File: src/rtl/multichannel_pulse_duration_meter.sv
`default_nettype none
// ============================================================================
// Module      : multichannel_pulse_duration_meter
// Description : Measures the width, in clock cycles, of pulses on several
//               asynchronous trigger inputs. Each completed pulse produces one
//               record (channel, duration, sequence number, saturation and
//               overrun flags) on a single valid/ready output stream.
//               Channels are served round-robin.
// Revision    : 1.0 - initial release
// ----------------------------------------------------------------------------
// Ports
//   clock            in   system clock, all state on the rising edge
//   reset            in   asynchronous active-high reset, clears all state
//   trigger_in       in   raw asynchronous pulse inputs, one per channel
//   polarity         in   per channel: 0 = measure high pulses, 1 = low pulses
//   enable           in   0 = arm nothing new and abandon pulses in progress
//   result_valid     out  a record is presented
//   result_ready     in   consumer accepts the record when valid & ready
//   result_channel   out  channel index of the record
//   result_duration  out  active cycles of the pulse (saturating)
//   result_sequence  out  per-channel sequence number of the pulse
//   result_saturated out  duration reached the counter maximum
//   result_overrun   out  at least one earlier record of this channel was lost
// ============================================================================
module multichannel_pulse_duration_meter #(
  parameter int  NUM_CHANNELS  = 4,
  parameter int  COUNTER_WIDTH = 24,
  parameter int  SEQ_WIDTH     = 8,
  parameter int  SYNC_STAGES   = 2,
  localparam int CW            = (NUM_CHANNELS > 1) ? $clog2(NUM_CHANNELS) : 1
) (
  input  logic                     clock,
  input  logic                     reset,
  input  logic [NUM_CHANNELS-1:0]  trigger_in,
  input  logic [NUM_CHANNELS-1:0]  polarity,
  input  logic                     enable,
  output logic                     result_valid,
  input  logic                     result_ready,
  output logic [CW-1:0]            result_channel,
  output logic [COUNTER_WIDTH-1:0] result_duration,
  output logic [SEQ_WIDTH-1:0]     result_sequence,
  output logic                     result_saturated,
  output logic                     result_overrun
);

  localparam logic [COUNTER_WIDTH-1:0] COUNT_MAX    = '1;
  localparam int                       SETTLE_W     = $clog2(SYNC_STAGES + 1);
  localparam logic [CW-1:0]            LAST_CHANNEL = CW'(NUM_CHANNELS - 1);

  // --------------------------------------------------------------------------
  // Settle counter: the synchronizer outputs only reflect the real inputs once
  // SYNC_STAGES edges have passed after reset. Until then no channel may decide
  // that its input is idle, so a pulse already active at reset release is
  // never mistaken for a fresh one.
  // --------------------------------------------------------------------------
  logic [SETTLE_W-1:0] settle_count;
  logic                settled;

  assign settled = (settle_count == SETTLE_W'(SYNC_STAGES));

  always_ff @(posedge clock or posedge reset) begin
    if (reset) begin
      settle_count <= '0;
    end else if (!settled) begin
      settle_count <= settle_count + 1'b1;
    end
  end

  // Per-channel pending slots, gathered for the arbiter
  logic [NUM_CHANNELS-1:0]  pend_valid;
  logic [NUM_CHANNELS-1:0]  pend_sat;
  logic [NUM_CHANNELS-1:0]  pend_ovr;
  logic [COUNTER_WIDTH-1:0] pend_dur [NUM_CHANNELS];
  logic [SEQ_WIDTH-1:0]     pend_seq [NUM_CHANNELS];
  logic [NUM_CHANNELS-1:0]  drain;

  // --------------------------------------------------------------------------
  // Channel datapath: synchronizer, edge detect, duration counter, pending slot
  // --------------------------------------------------------------------------
  for (genvar ch = 0; ch < NUM_CHANNELS; ch++) begin : g_chan
    logic [SYNC_STAGES-1:0]   sync_chain;
    logic                     active;
    logic                     active_d;
    logic                     start;
    logic                     stop;
    logic                     capture;
    logic                     armed;
    logic                     idle_seen;
    logic [COUNTER_WIDTH-1:0] count;
    logic [SEQ_WIDTH-1:0]     seq;
    logic                     slot_valid;
    logic                     slot_sat;
    logic                     slot_ovr;
    logic [COUNTER_WIDTH-1:0] slot_dur;
    logic [SEQ_WIDTH-1:0]     slot_seq;

    assign active  = sync_chain[SYNC_STAGES-1] ^ polarity[ch];
    assign start   = active & ~active_d;
    assign stop    = ~active & active_d;
    assign capture = stop & armed & enable;

    always_ff @(posedge clock or posedge reset) begin
      if (reset) begin
        sync_chain <= '0;
        active_d   <= 1'b0;
        idle_seen  <= 1'b0;
        armed      <= 1'b0;
        count      <= '0;
        seq        <= '0;
      end else begin
        sync_chain <= {sync_chain[SYNC_STAGES-2:0], trigger_in[ch]};
        active_d   <= active;
        if (settled && !active) begin
          idle_seen <= 1'b1;
        end
        if (!enable) begin
          armed <= 1'b0;
          count <= '0;
        end else if (start) begin
          // A start edge only arms once the input has been seen idle after
          // reset; otherwise it is the tail of a pre-existing pulse.
          armed <= idle_seen;
          count <= idle_seen ? COUNTER_WIDTH'(1) : '0;
        end else if (armed) begin
          if (stop) begin
            armed <= 1'b0;
          end else if (count != COUNT_MAX) begin
            count <= count + 1'b1;
          end
        end
        // Counts every capture, overwritten ones included, so a consumer
        // sees gaps in the sequence when records are lost.
        if (capture) begin
          seq <= seq + 1'b1;
        end
      end
    end

    always_ff @(posedge clock or posedge reset) begin
      if (reset) begin
        slot_valid <= 1'b0;
        slot_sat   <= 1'b0;
        slot_ovr   <= 1'b0;
        slot_dur   <= '0;
        slot_seq   <= '0;
      end else if (capture) begin
        slot_valid <= 1'b1;
        slot_dur   <= count;
        slot_seq   <= seq;
        slot_sat   <= (count == COUNT_MAX);
        // Data still waiting and not leaving this cycle is about to be lost.
        slot_ovr   <= slot_valid & ~drain[ch];
      end else if (drain[ch]) begin
        slot_valid <= 1'b0;
      end
    end

    assign pend_valid[ch] = slot_valid;
    assign pend_sat[ch]   = slot_sat;
    assign pend_ovr[ch]   = slot_ovr;
    assign pend_dur[ch]   = slot_dur;
    assign pend_seq[ch]   = slot_seq;
  end

  // --------------------------------------------------------------------------
  // Round-robin arbiter: search starts just after the last granted channel
  // --------------------------------------------------------------------------
  logic [CW-1:0] last_grant;
  logic [CW-1:0] grant_idx;
  logic [CW-1:0] cand_idx;
  logic          grant_found;
  logic          load_out;
  int            cand;

  assign load_out = ~result_valid | result_ready;

  always_comb begin
    grant_found = 1'b0;
    grant_idx   = '0;
    cand        = 0;
    cand_idx    = '0;
    for (int i = 0; i < NUM_CHANNELS; i++) begin
      cand = int'(last_grant) + 1 + i;
      if (cand >= NUM_CHANNELS) begin
        cand = cand - NUM_CHANNELS;
      end
      cand_idx = CW'(cand);
      if (!grant_found && pend_valid[cand_idx]) begin
        grant_found = 1'b1;
        grant_idx   = cand_idx;
      end
    end
  end

  always_comb begin
    drain = '0;
    if (load_out && grant_found) begin
      drain[grant_idx] = 1'b1;
    end
  end

  // --------------------------------------------------------------------------
  // Output register: reloads whenever empty or the current record is taken
  // --------------------------------------------------------------------------
  always_ff @(posedge clock or posedge reset) begin
    if (reset) begin
      result_valid     <= 1'b0;
      result_channel   <= '0;
      result_duration  <= '0;
      result_sequence  <= '0;
      result_saturated <= 1'b0;
      result_overrun   <= 1'b0;
      // Pointing at the last channel makes channel 0 the first one served.
      last_grant       <= LAST_CHANNEL;
    end else if (load_out) begin
      result_valid <= grant_found;
      if (grant_found) begin
        result_channel   <= grant_idx;
        result_duration  <= pend_dur[grant_idx];
        result_sequence  <= pend_seq[grant_idx];
        result_saturated <= pend_sat[grant_idx];
        result_overrun   <= pend_ovr[grant_idx];
        last_grant       <= grant_idx;
      end
    end
  end

endmodule
`default_nettype wire
File: config.mk
export PLATFORM = sky130hd
export DESIGN_NAME = multichannel_pulse_duration_meter
export DESIGN_NICKNAME = d
export VERILOG_FILES = /design/src/rtl/multichannel_pulse_duration_meter.sv
export SDC_FILE = /design/constraint.sdc
export NUM_CORES = 1
export LEC_CHECK = 0
export BUFFER_PORTS_ARGS = -buffer_cell sky130_fd_sc_hd__clkbuf_2
export CAP_MARGIN = 20
export CELL_PAD_IN_SITES_DETAIL_PLACEMENT = 1
export CELL_PAD_IN_SITES_GLOBAL_PLACEMENT = 1
export CORE_ASPECT_RATIO = 1.2
export CORE_MARGIN = 5
export CORE_UTILIZATION = 45
export CTS_CLUSTER_DIAMETER = 80
export DETAILED_ROUTE_END_ITERATION = 7
export PLACE_DENSITY = 0.79
export SLEW_MARGIN = 20
export SYNTH_ARGS = -nofsm -noshare
export SYNTH_HDL_FRONTEND = slang
export SYNTH_SLANG_ARGS = --single-unit
File: constraint.sdc
create_clock -name clock -period 12.7 [get_ports clock]
set_input_delay 0.635 -clock clock [delete_from_list [all_inputs] [get_ports clock]]
set_output_delay 0.635 -clock clock [all_outputs]
set_load 0.05 [all_outputs]
* Word level (Yosys, flattened, before mapping)
Cells that the tools add are included. W data, S select, Z words.
Storage, ports and cells: bits in registers 329, bits of input ports 12, output and inout port bits 37, logic and storage cells 246
Cells by class: add/sub/neg operators 17, $lt $le $gt $ge 11, equality and inequality tests 21, multiplexer cells 81, bitwise logic cells 39, reduce and logical (&&, ||, !) cells 25
Operators by type and width (number):
- $mux W24 | 22
- $add A24 B1 Y24 const B | 4
- $eq A24 B24 Y1 const B | 4
- $ne A24 B24 Y1 const B | 4
- $bmux W24 S2 | 1
- $mux W1 | 39
- $add A8 B1 Y8 const B | 4
- $ne A3 B1 Y1 const B | 8
- $and A1 B1 Y1 | 20
- $bmux W8 S2 | 1
- $mux W2 | 8
- $mux W8 | 2
- $lt A2 B3 Y1 const B | 5
- $not A1 Y1 | 13
- $bmux W1 S2 | 6
- $ge A4 B3 Y1 const B | 3
- $ne A3 B3 Y1 const B | 4
- $reduce_and A3 Y1 | 4
- $logic_and A1 B1 Y1 | 9
- $add A3 B2 Y4 const B | 2
- $reduce_bool A2 Y1 | 4
- $sub A2 B1 Y2 const B | 4
- $logic_not A1 Y1 | 7
- $ge A3 B3 Y1 const B | 2
- 11 further kinds | 14

* Longest topological paths before layout
Gate-level depths: netlist of the first run.
word-level depth 22, gate-level depth with buffers 9, mapped depth without buffers 6

* Worst setup path after synthesis of the first run
OpenSTA, ideal clock, no wires.
path type in2reg, start input port polarity[1], end register g_chan[1].count[19], library setup time 78 ps, arrival time 2199 ps, required time 12622 ps, path slack 10423 ps, stages 7, path buffers 1, cell sequence xnor2_1 > inv_2 > o21ai_2 > or4_1 > clkbuf_1 > or4_1 > a21oi_1
Between the ends: word-level cells in the longest chain between the ends 5, elaborated cells on any way between the ends 10, classes of those cells eq/ne: 3; mux: 2; bitwise: 4; reduce/logical: 1
Ends and longest elaborated chain:
- start: declaration | RTL line 35 | input logic [NUM_CHANNELS-1:0] polarity,
- $xor A1 B1 Y1 (*) | RTL line 97 | assign active = sync_chain[SYNC_STAGES-1] ^ polarity[ch];
- named net g_chan[1].active | RTL line 82 | logic active;
- $not A1 Y1 | RTL line 99 | assign stop = ~active & active_d;
- $and A1 B1 Y1 | RTL line 99
- $ne A3 B3 Y1 (no source line)
- $reduce_and A3 Y1 (no source line)
- end signal: assignment | RTL line 123 | count <= idle_seen ? COUNTER_WIDTH'(1) : '0;
- end signal: assignment | RTL line 128 | count <= count + 1'b1;
- end: declaration | RTL line 89 | logic [COUNTER_WIDTH-1:0] count;
Mark *: on every way through the listed nets, which the timed path passes. The rest lies on a longest branch. A chain may end at the register's enable or synchronous reset.

* Worst setup path in the final report of the first run
start register g_chan[0].sync_chain[1], end register g_chan[0].seq[7]
Between the ends: word-level cells in the longest chain between the ends 5
Ends and longest elaborated chain:
- start: declaration | RTL line 81 | logic [SYNC_STAGES-1:0] sync_chain;
- start signal: assignment | RTL line 111 | sync_chain <= {sync_chain[SYNC_STAGES-2:0], trigger_in[ch]};
- $xor A1 B1 Y1 | RTL line 97
- named net g_chan[0].active | RTL line 82
- $not A1 Y1 | RTL line 99
- $and A1 B1 Y1 | RTL line 99
- $and A1 B1 Y1 (2 in series) | RTL line 100 | assign capture = stop & armed & enable;
- end signal: assignment | RTL line 134 | seq <= seq + 1'b1;
- end: declaration | RTL line 90 | logic [SEQ_WIDTH-1:0] seq;
The timed path passes the listed nets, and every way through them passes these cells.

==> summary.txt, run 1 <==
status = finished clean
Cell Area, Synth = 0.0151 mm^2
metal3 WL = 1490 um
RSZ-0062 raised after global routing = false
HP Start = trigger_in[1]
number of synthesized flops with an enable pin = 0
DRC Markers = 0
Net Sw Power = 843 uW
commonest non-fill, non-tap cell in the layout = nand2_1
Critical Path AT = 3.36 ns
total iterations of the first detailed-routing run = 5
Cell Int Power = 1940 uW
area grow syn2layout = 12.6%
Hold Slack = 0.202 ns
CORE AREA = 0.0332 mm^2
total die area = 0.0373 mm^2
top-area cell type share of the netlist area = 54.3%
Max Cap Viol = 0
Sw Ratio = 30.3%
Async SR Flop Fraction = 100%
worst slack, placed = 9.37 ns
initial drt markers = 854
Hold EP = g_chan[1].sync_chain[0]$_DFF_PP0_
Die Y = 211 um
Max-slew headroom = 29.8%
final setup TNS = 0 ns
Post-CTS Setup Bufs = 0
DRT met1 WL = 18,100 um
fin crit period = 2.95 ns
Worst R2R Path Depth = 7
CTS root buf = clkbuf_16
CTS Sinks = 329
final WL = 41,900 um
Worst Setup End Kind = flop
dpl hpwl = 28,200 um
skew final = 0.0159 ns
largest net degree at the start of global routing = 115
cell taking the most area after synthesis = dfrtp_1
Routed Antenna Nets = 0
met2 WL = 21,100 um
CTS tree = built
Port Buffers = 48
site row count = 73
Clock transition at path regs = 0.06 ns
Logic pwr share = 17.8%
Clock Latency Late Sink = 0.53 ns
flops & latches, synth = 329
leak pwr = 0.00783 uW
Tcrit/Tclk final = 23.2%
Top-Level Pins = 49
fin worst setup slack = 9.75 ns
Bufs on Longest Clock Path = 3
Hold Buf Count CTS = 0
most frequent cells in the layout = nand2_1, dfrtp_1, mux2i_1
post-DR vias/cell = 5.76
Finished Layout Cells = 2,069
H-tree levels = 2
post-synthesis sequential area ratio = 54.6%
Critical Path Start Type = flop
initial antenna violation count = 0
Starting Density = 45.5%
Die X = 177 um
Reg power frac = 41.8%
WL per Instance = 20.3 um
Max FO, Critical Path = 23
cell area after layout = 0.0170 mm^2
synthesized area per cell = 9.60 um^2
Worst EP required = 13.12 ns
Worst VDD drop = 0.101 mV
Area after DPL = 0.0157 mm^2
DP Cell Count = 2,004
Vias = 11,900
post-cts resize count = 0
Syn Inst Count = 1,571
n_diodes = 0
flop2flop setup slack = 9.75 ns
Final GP Congestion = 0.831
gr usage total = 22.7%
synth warn = 0
slew at the pin with the worst max-slew slack = 1.05 ns
Final Net Count = 1,614
reg2reg end = g_chan[0].seq[7]$_DFFE_PP0P_
count of final hold-check violations = 0
share of layout cells above drive strength 1 = 9.45%
CP Class = flop to flop
Hold Crit Depth = 1
CTS buffer count = 37
total gr overflow = 0
hold crit path type = primary input to flop
fin. max-slew vios = 0
top achievable clock speed = 0.339 GHz
DR top layer = met4
Synthesized Nets = 1,592
vias in the first global route = 12,600
synth unique cells = 64
first-pass GRT wire length = 68,400 um
Pwr Density = 164 mW/mm^2
final setup violation count = 0
Post-synth top flop = dfrtp_1
Clock power frac = 40.4%
Synth area leaders = dfrtp_1, nand2_1, mux2i_1
reg2reg start = g_chan[0].sync_chain[1]$_DFF_PP0_
[how the worst max path moves through the flow]
stage | start | endpoint | slack, ns | cells after the start
after floorplan | reset | g_chan[0].active_d$_DFF_PP0_ | 2.96 | 1
after global placement | polarity[0] | g_chan[0].seq[7]$_DFFE_PP0P_ | 9.42 | 8
after detailed placement | polarity[0] | g_chan[0].seq[7]$_DFFE_PP0P_ | 9.37 | 8
final | g_chan[0].sync_chain[1]$_DFF_PP0_ | g_chan[0].seq[7]$_DFFE_PP0P_ | 9.75 | 7
after global routing | g_chan[0].sync_chain[1]$_DFF_PP0_ | g_chan[0].seq[7]$_DFFE_PP0P_ | 9.51 | 7
after CTS | g_chan[0].sync_chain[1]$_DFF_PP0_ | g_chan[0].seq[7]$_DFFE_PP0P_ | 9.73 | 7
[per-layer routing]
layer	global-route usage, %	vias up
met3	3.28	76
met4	6.67	0
met1	29.7	6119
met2	39.4	201
li1	-	5517
met5	0	-
[final cells by class]
class                           count  area (um^2)
Clock buffer                       52         1090
Multi-Input combinational cell   1131         6420
Inverter                           27          109
Tap cell                          450          563
Fill cell                        3741        16200
Sequential cell                   329         8240
Clock inverter                     13          173
Timing Repair Buffer               67          383
[kinds of logic after synthesis]
| kind of cell | Yosys count | synth area share [%] |
|---|---|---|
| AND/OR/NAND/NOR | 741 | 22.6 |
| flip-flops | 329 | 54.6 |
| AO/OA/AOI/OAI | 253 | 11.0 |
| buffers and inverters | 111 | 3.04 |
| multiplexers | 77 | 5.11 |
| XOR/XNOR | 51 | 2.96 |
| adder cells (fa/ha/maj) | 9 | 0.747 |
[synthesized netlist by cell type, drive strengths merged, types with 10 or more instances]
| library cell | n |
|---|---|
| dfrtp | 327 |
| buf | 19 |
| a21oi | 66 |
| o221ai | 34 |
| and2 | 14 |
| clkbuf | 65 |
| inv | 27 |
| nand3 | 43 |
| and3 | 11 |
| xnor2 | 38 |
| nand2 | 486 |
| o21ai | 64 |
| or4 | 30 |
| mux2i | 77 |
| nor2 | 33 |
| and4 | 13 |
| nand4 | 36 |
| o31ai | 35 |
| xor2 | 13 |
| o211ai | 10 |
| or3 | 32 |
[flip-flops by register name (all words and copies together) (netlist names), 8 cells and up]
name               flops
g_chan.sync_chain      8
g_chan.seq            32
g_chan.count          96
g_chan.slot_seq       32
result_duration       24
g_chan.slot_dur       96
result_sequence        8
[power by group through the flow]
| stage | Combinational [uW] | Sequential [uW] | Clock, uW |
|---|---|---|---|
| floorplan | 343 | 1200 | 0 |
| global placement | 485 | 1180 | 0 |
| detailed placement | 499 | 1180 | 0 |
| CTS | 504 | 1160 | 1140 |
| global route | 534 | 1170 | 1190 |
| finish | 496 | 1160 | 1120 |
[through the flow]
stage | total power, uW | util [%]
3_3_place_gp | 1660 | 47.4
2_1_floorplan | 1540 | -
5_1_grt | 2890 | 51.2
4_1_cts | 2810 | 51.2
3_5_place_dp | 1680 | 47.4
6_report | 2780 | 51.2
[worst max-delay path, cell delays in order (launching register included)]
cell     delay [ns]
dfrtp_1        0.37
xnor2_1        0.48
inv_1          0.24
or3_1          0.75
buf_4          0.37
nor3_1         0.32
nand3_1        0.15
xnor2_1        0.14
(Power assumes the default switching activity.)
==> inputs of run 2 (changes only) <==
==> constraint.sdc (replaced) <==
create_clock -name clock -period 3.1 [get_ports clock]
set_input_delay 0.155 -clock clock [delete_from_list [all_inputs] [get_ports clock]]
set_output_delay 0.155 -clock clock [all_outputs]
set_load 0.05 [all_outputs]
==> run 2 against run 1 <==
Non-clock buffer count increased by 20. Power grew to 4.2 times the previous value. Fmax up 20%. Sequential power grew to 4.1 times the previous value. Flip-flop and latch count unchanged. Via count rose by 1.6%. Largest power group unchanged.
==> summary.txt, run 2 (same netlist as run 1, synthesis figures left out) <==
Hold Slack = 0.0996 ns (-0.102 ns)
site row count = 73 (unchanged)
storage element area = 0.00824 mm^2 (unchanged)
slew at the pin with the worst max-slew slack = 0.891 ns (-0.154 ns)
CP top delay family = simple AND/OR/NAND/NOR gates
Clock Latency Late Sink = 0.52 ns (about the same)
Critical Path Start Type = flop
initial drt markers = 717 (-16%)
CTS Sinks = 329 (unchanged)
CORE AREA = 0.0332 mm^2 (unchanged)
Max-slew headroom = 40.2% (+10 points)
leak pwr = 0.00795 uW (+1.5%)
n_diodes = 0 (unchanged)
most frequent cells in the layout = nand2_1, dfrtp_1, mux2i_1
fin crit period = 2.46 ns (-0.489 ns)
RSZ-0062 raised after global routing = false
Worst VDD drop = 0.447 mV (+340%)
CTS root buf = clkbuf_16
total die area = 0.0373 mm^2 (unchanged)
Reg power frac = 41.2% (-0.6 points)
worst path cell trace = ha_1 > nand3_1 > or2_2 > o31ai_2 > buf_4 > mux2i_1 > nor2_1
initial antenna violation count = 0 (unchanged)
flop2flop setup slack = 0.64 ns (-9.11 ns)
WL per Instance = 20.7 um (+2.0%)
Worst Setup End Kind = flop
area grow syn2layout = 14.2%
final WL = 43,200 um (+3.0%)
Top-Level Pins = 49 (unchanged)
Max Cap Viol = 0 (unchanged)
share of layout cells above drive strength 1 = 10.0% (+0.56 points)
CTS tree = built
DRC Markers = 0 (unchanged)
post-DR vias/cell = 5.80 (+0.66%)
Logic pwr share = 18.6% (+0.8 points)
total iterations of the first detailed-routing run = 6 (+1)
top achievable clock speed = 0.407 GHz (+20%)
CP Class = flop to flop
Die X = 177 um (unchanged)
Final GP Congestion = 0.865 (+4.1%)
H-tree levels = 2 (unchanged)
largest net degree at the start of global routing = 76 (-34%)
Routed Antenna Nets = 0 (unchanged)
count of final hold-check violations = 0 (unchanged)
Bufs on Longest Clock Path = 3 (unchanged)
Worst EP required = 3.48 ns (-9.64 ns)
WP buf/inv = 1 (-1)
Slowest-stage cell, CP = o31ai_2
Net Sw Power = 3480 uW (+310%)
final setup violation count = 0 (unchanged)
CTS buffer count = 37 (unchanged)
Port Buffers = 48 (unchanged)
Clock power frac = 40.1% (-0.3 points)
Die Y = 211 um (unchanged)
top flop regs = g_chan.count x96, g_chan.slot_dur x96
Clock transition at path regs = 0.06 ns (about the same)
Pwr Density = 672 mW/mm^2 (+310%)
post-cts resize count = 0 (unchanged)
final setup TNS = 0 ns (unchanged)
fin. max-slew vios = 0 (unchanged)
Vias = 12,100 (+1.6%)
dpl hpwl = 29,300 um (+4.1%)
commonest non-fill, non-tap cell in the layout = nand2_1
vias in the first global route = 12,800 (+2.0%)
total gr overflow = 0 (unchanged)
first-pass GRT wire length = 70,700 um (+3.4%)
Area after DPL = 0.0159 mm^2 (+1.1%)
hold crit path type = primary input to flop
Multi-input gate area = 0.00641 mm^2 (-0.14%)
Tcrit/Tclk final = 79.3% (+56 points)
skew final = 0.0108 ns (-0.00509 ns)
Critical Path AT = 2.84 ns (-0.52 ns)
Sw Ratio = 30.0% (-0.27 points)
gr usage total = 23.4% (+0.70 points)
Power, Total = 11,600 uW (+320%)
Cell Int Power = 8100 uW (+320%)
status = finished clean
Starting Density = 45.5% (unchanged)
cell area after layout = 0.0172 mm^2 (+1.5%)
Crit path largest cell delay = 0.53 ns (-0.22 ns)
Final Net Count = 1,634 (+1.2%)
layout filler cell count = 3,709 (-0.86%)
Max FO, Critical Path = 22 (-4.3%)
run 2: path summary, 6_finish.rpt:
check	start	endpoint	depth (start not counted)
worst max-delay path	g_chan[2].count[0]$_DFFE_PP0P_	g_chan[2].count[1]$_DFFE_PP0P_	7
worst min-delay path	polarity[1]	g_chan[1].active_d$_DFF_PP0_	3
worst max register to register	g_chan[2].count[0]$_DFFE_PP0P_	g_chan[2].count[1]$_DFFE_PP0P_	7
worst min register to register	g_chan[3].sync_chain[0]$_DFF_PP0_	g_chan[3].sync_chain[1]$_DFF_PP0_	0
max in group asynchronous	reset	last_grant[1]$_DFFE_PP1P_	4
min in group asynchronous	reset	g_chan[2].slot_seq[6]$_DFFE_PP0P_	3
run 2: per-layer routing:
layer  share of wire, %  track usage, %
met1                 43            30.4
met5                  0               0
met4                3.4            8.09
met3                4.1            3.73
met2                 50            39.9
run 2: area by class of cell:
class / count / share of cell area [%]
clock buffer: 59 / 6.72
tap: 450 / 3.27
multi-input combinational: 1131 / 37.2
clock inverter: 6 / 0.777
inverter: 27 / 0.610
sequential: 329 / 47.8
timing repair buffer: 87 / 3.62
run 2: per-stage QoR:
step,setup slack (ns),utilization [%],std cells
finish,0.643,52.0,2089
global route,0.458,52.0,2089
CTS,0.610,52.0,2089
detailed placement,0.650,47.9,2018
global placement,0.769,47.9,2018
floorplan,-1.45,-,1571
run 2: worst register-to-register path: cells and delay by family (launching register included):
family / cells / cell delay [ns]
adders and majority gates: 1 / 0.19
buffers and inverters: 1 / 0.35
and+or+nand+nor: 3 / 0.60
muxes: 1 / 0.23
AOI/OAI and AO/OA: 1 / 0.54
DFF: 1 / 0.41
run 2: what timing repair did:
action                                  4_1_cts  5_1_grt
hold endpoints to repair                     27        0
buffers inserted                              0        0
endpoints found under the setup margin        0        0
hold buffers                                  6        0
run 2: power by group through the flow:
stage | clock [uW] | sequential (uW) | combinational [uW]
detailed placement | 0 | 4840 | 2150
finish | 4650 | 4780 | 2160
global route | 4920 | 4800 | 2320
global placement | 0 | 4820 | 2090
CTS | 4740 | 4770 | 2180
floorplan | 0 | 4900 | 1410
==> inputs of run 3 (changes only) <==
==> constraint.sdc (replaced) <==
create_clock -name clock -period 2.5 [get_ports clock]
set_input_delay 0.125 -clock clock [delete_from_list [all_inputs] [get_ports clock]]
set_output_delay 0.125 -clock clock [all_outputs]
set_load 0.05 [all_outputs]
==> run 3 against run 2 <==
Sequential power up 24%. Register-to-register slack lost 0.42 ns. Die area is the same. Cell count grew 0.96%. Clock-buffer cell count is 16 lower. Fmax rose by 7.9%. Core utilization grew 0.65 points. Critical endpoint is now g_chan[0].count[22]$_DFFE_PP0P_. Highest routed layer unchanged.
==> summary.txt, run 3 (same netlist as run 1, synthesis figures left out) <==
Final GP Congestion = 0.823 (-4.9%)
first-pass GRT wire length = 72,100 um (+1.9%)
final WL = 44,000 um (+1.9%)
Max FO, Critical Path = 9 (-59%)
Max Cap Viol = 0 (unchanged)
Net Sw Power = 4450 uW (+28%)
vias in the first global route = 13,000 (+1.4%)
Hold Slack = 0.0604 ns (-0.0392 ns)
post-DR vias/cell = 5.79 (about the same)
layout filler cell count = 3,679 (-0.81%)
Finished Layout Cells = 2,109 (+0.96%)
n_diodes = 0 (unchanged)
most frequent cells in the layout = nand2_1, dfrtp_1, mux2i_1
Sw Ratio = 30.5% (+0.44 points)
fin crit period = 2.28 ns (-0.179 ns)
Worst EP required = 2.93 ns (-0.55 ns)
Final Net Count = 1,653 (+1.2%)
Critical Path Start Type = flop
Max-slew headroom = 38.1% (-2.1 points)
hold crit path type = primary input to flop
RSZ-0062 raised after global routing = false
CTS Sinks = 329 (unchanged)
flop2flop setup slack = 0.22 ns (-0.42 ns)
Clock Latency Late Sink = 0.54 ns (+0.02 ns)
initial drt markers = 798 (+11%)
site row count = 73 (unchanged)
total iterations of the first detailed-routing run = 5 (-1)
Logic pwr share = 19.5% (+0.9 points)
Bufs on Longest Clock Path = 3 (unchanged)
final setup violation count = 0 (unchanged)
Worst Setup End Kind = flop
Reg power frac = 40.5% (-0.7 points)
Worst R2R Path Depth = 6 (-1)
Starting Density = 45.5% (unchanged)
share of layout cells above drive strength 1 = 11.4% (+1.4 points)
Die Y = 211 um (unchanged)
CP Class = flop to flop
CTS root buf = clkbuf_16
Vias = 12,200 (+0.93%)
skew final = 0.0158 ns (+0.00506 ns)
top flop regs = g_chan.count x96, g_chan.slot_dur x96
dpl hpwl = 30,000 um (+2.4%)
total gr overflow = 0 (unchanged)
leak pwr = 0.00807 uW (+1.5%)
WL per Instance = 20.9 um (+0.92%)
CORE AREA = 0.0332 mm^2 (unchanged)
Worst VDD drop = 0.511 mV (+14%)
Top-Level Pins = 49 (unchanged)
Cell Int Power = 10,200 uW (+25%)
Tcrit/Tclk final = 91.1% (+12 points)
top achievable clock speed = 0.439 GHz (+7.9%)
Clock transition at path regs = 0.06 ns (about the same)
initial antenna violation count = 0 (unchanged)
DRC Markers = 0 (unchanged)
worst slack, placed = 0.259 ns (-0.391 ns)
commonest non-fill, non-tap cell in the layout = nand2_1
post-cts resize count = 0 (unchanged)
slew at the pin with the worst max-slew slack = 0.927 ns (+0.0356 ns)
fin worst setup slack = 0.222 ns (-0.421 ns)
DP Cell Count = 2,038 (+0.99%)
Port Buffers = 48 (unchanged)
largest net degree at the start of global routing = 70 (-7.9%)
fin. max-slew vios = 0 (unchanged)
total die area = 0.0373 mm^2 (unchanged)
area grow syn2layout = 15.7%
Die X = 177 um (unchanged)
gr usage total = 23.9% (+0.55 points)
Clock power frac = 40.0% (about the same)
Pwr Density = 838 mW/mm^2 (+25%)
Routed Antenna Nets = 0 (unchanged)
H-tree levels = 2 (unchanged)
CTS buffer count = 36 (-2.7%)
Hold Crit Depth = 3 (unchanged)
Critical Path AT = 2.71 ns (-0.13 ns)
count of final hold-check violations = 0 (unchanged)
CTS tree = built
status = finished clean
## run 3: timing repair
action,CTS,global route
endpoints found under the hold margin,31,0
setup buffers,0,0
hold buffers,6,0
## run 3: path summary, 6_finish.rpt
check | start | to
min in group asynchronous | reset | g_chan[2].slot_seq[5]$_DFFE_PP0P_
worst max register to register | g_chan[0].count[0]$_DFFE_PP0P_ | g_chan[0].count[22]$_DFFE_PP0P_
worst min register to register | g_chan[2].sync_chain[0]$_DFF_PP0_ | g_chan[2].sync_chain[1]$_DFF_PP0_
worst min-delay path | polarity[3] | g_chan[3].active_d$_DFF_PP0_
max in group asynchronous | reset | g_chan[2].sync_chain[1]$_DFF_PP0_
worst max-delay path | g_chan[0].count[0]$_DFFE_PP0P_ | g_chan[0].count[22]$_DFFE_PP0P_
## run 3: power by group through the flow
stage / Clock (uW) / Sequential [uW] / Combinational [uW]
6_report: 5850 / 5920 / 2850
3_3_place_gp: 0 / 5970 / 2750
2_1_floorplan: 0 / 6080 / 1740
3_5_place_dp: 0 / 6000 / 2820
5_1_grt: 6190 / 5950 / 3040
4_1_cts: 5960 / 5910 / 2860
## run 3: area by class of cell
| type | count | area (um^2) | area share [%] |
|---|---|---|---|
| Tap cell | 450 | 563 | 3.23 |
| Multi-Input combinational cell | 1131 | 6410 | 36.8 |
| Clock inverter | 22 | 305 | 1.75 |
| Clock buffer | 43 | 988 | 5.67 |
| Timing Repair Buffer | 107 | 836 | 4.79 |
| Inverter | 27 | 105 | 0.602 |
| Sequential cell | 329 | 8240 | 47.2 |
## run 3: critical path: stages, from the launching register on
cell and delay, ns:
dfrtp_1 0.42, ha_1 0.23, and2_1 0.21, o211ai_1 0.15, or3_1 0.54, or4b_1 0.50
o211a_1 0.13
## run 3: metrics by stage
stage | instance area (um^2) | total power (uW) | util (%) | setup TNS (ns)
2_1_floorplan | 15100 | 7820 | - | -660.90
3_3_place_gp | 16100 | 8720 | 48.5 | 0
3_5_place_dp | 16100 | 8820 | 48.5 | 0
4_1_cts | 17400 | 14700 | 52.6 | 0
5_1_grt | 17400 | 15200 | 52.6 | 0
6_report | 17400 | 14600 | 52.6 | 0
## run 3: per-layer routing
metal	routed length, um	vias to the layer above	part of all wire [%]	track usage, %
li1	-	5600	-	-
met1	19300	6374	44	31.5
met2	22600	185	51	42.4
met3	1270	61	2.9	2.91
met4	887	0	2.0	5.74
met5	0	-	0	0
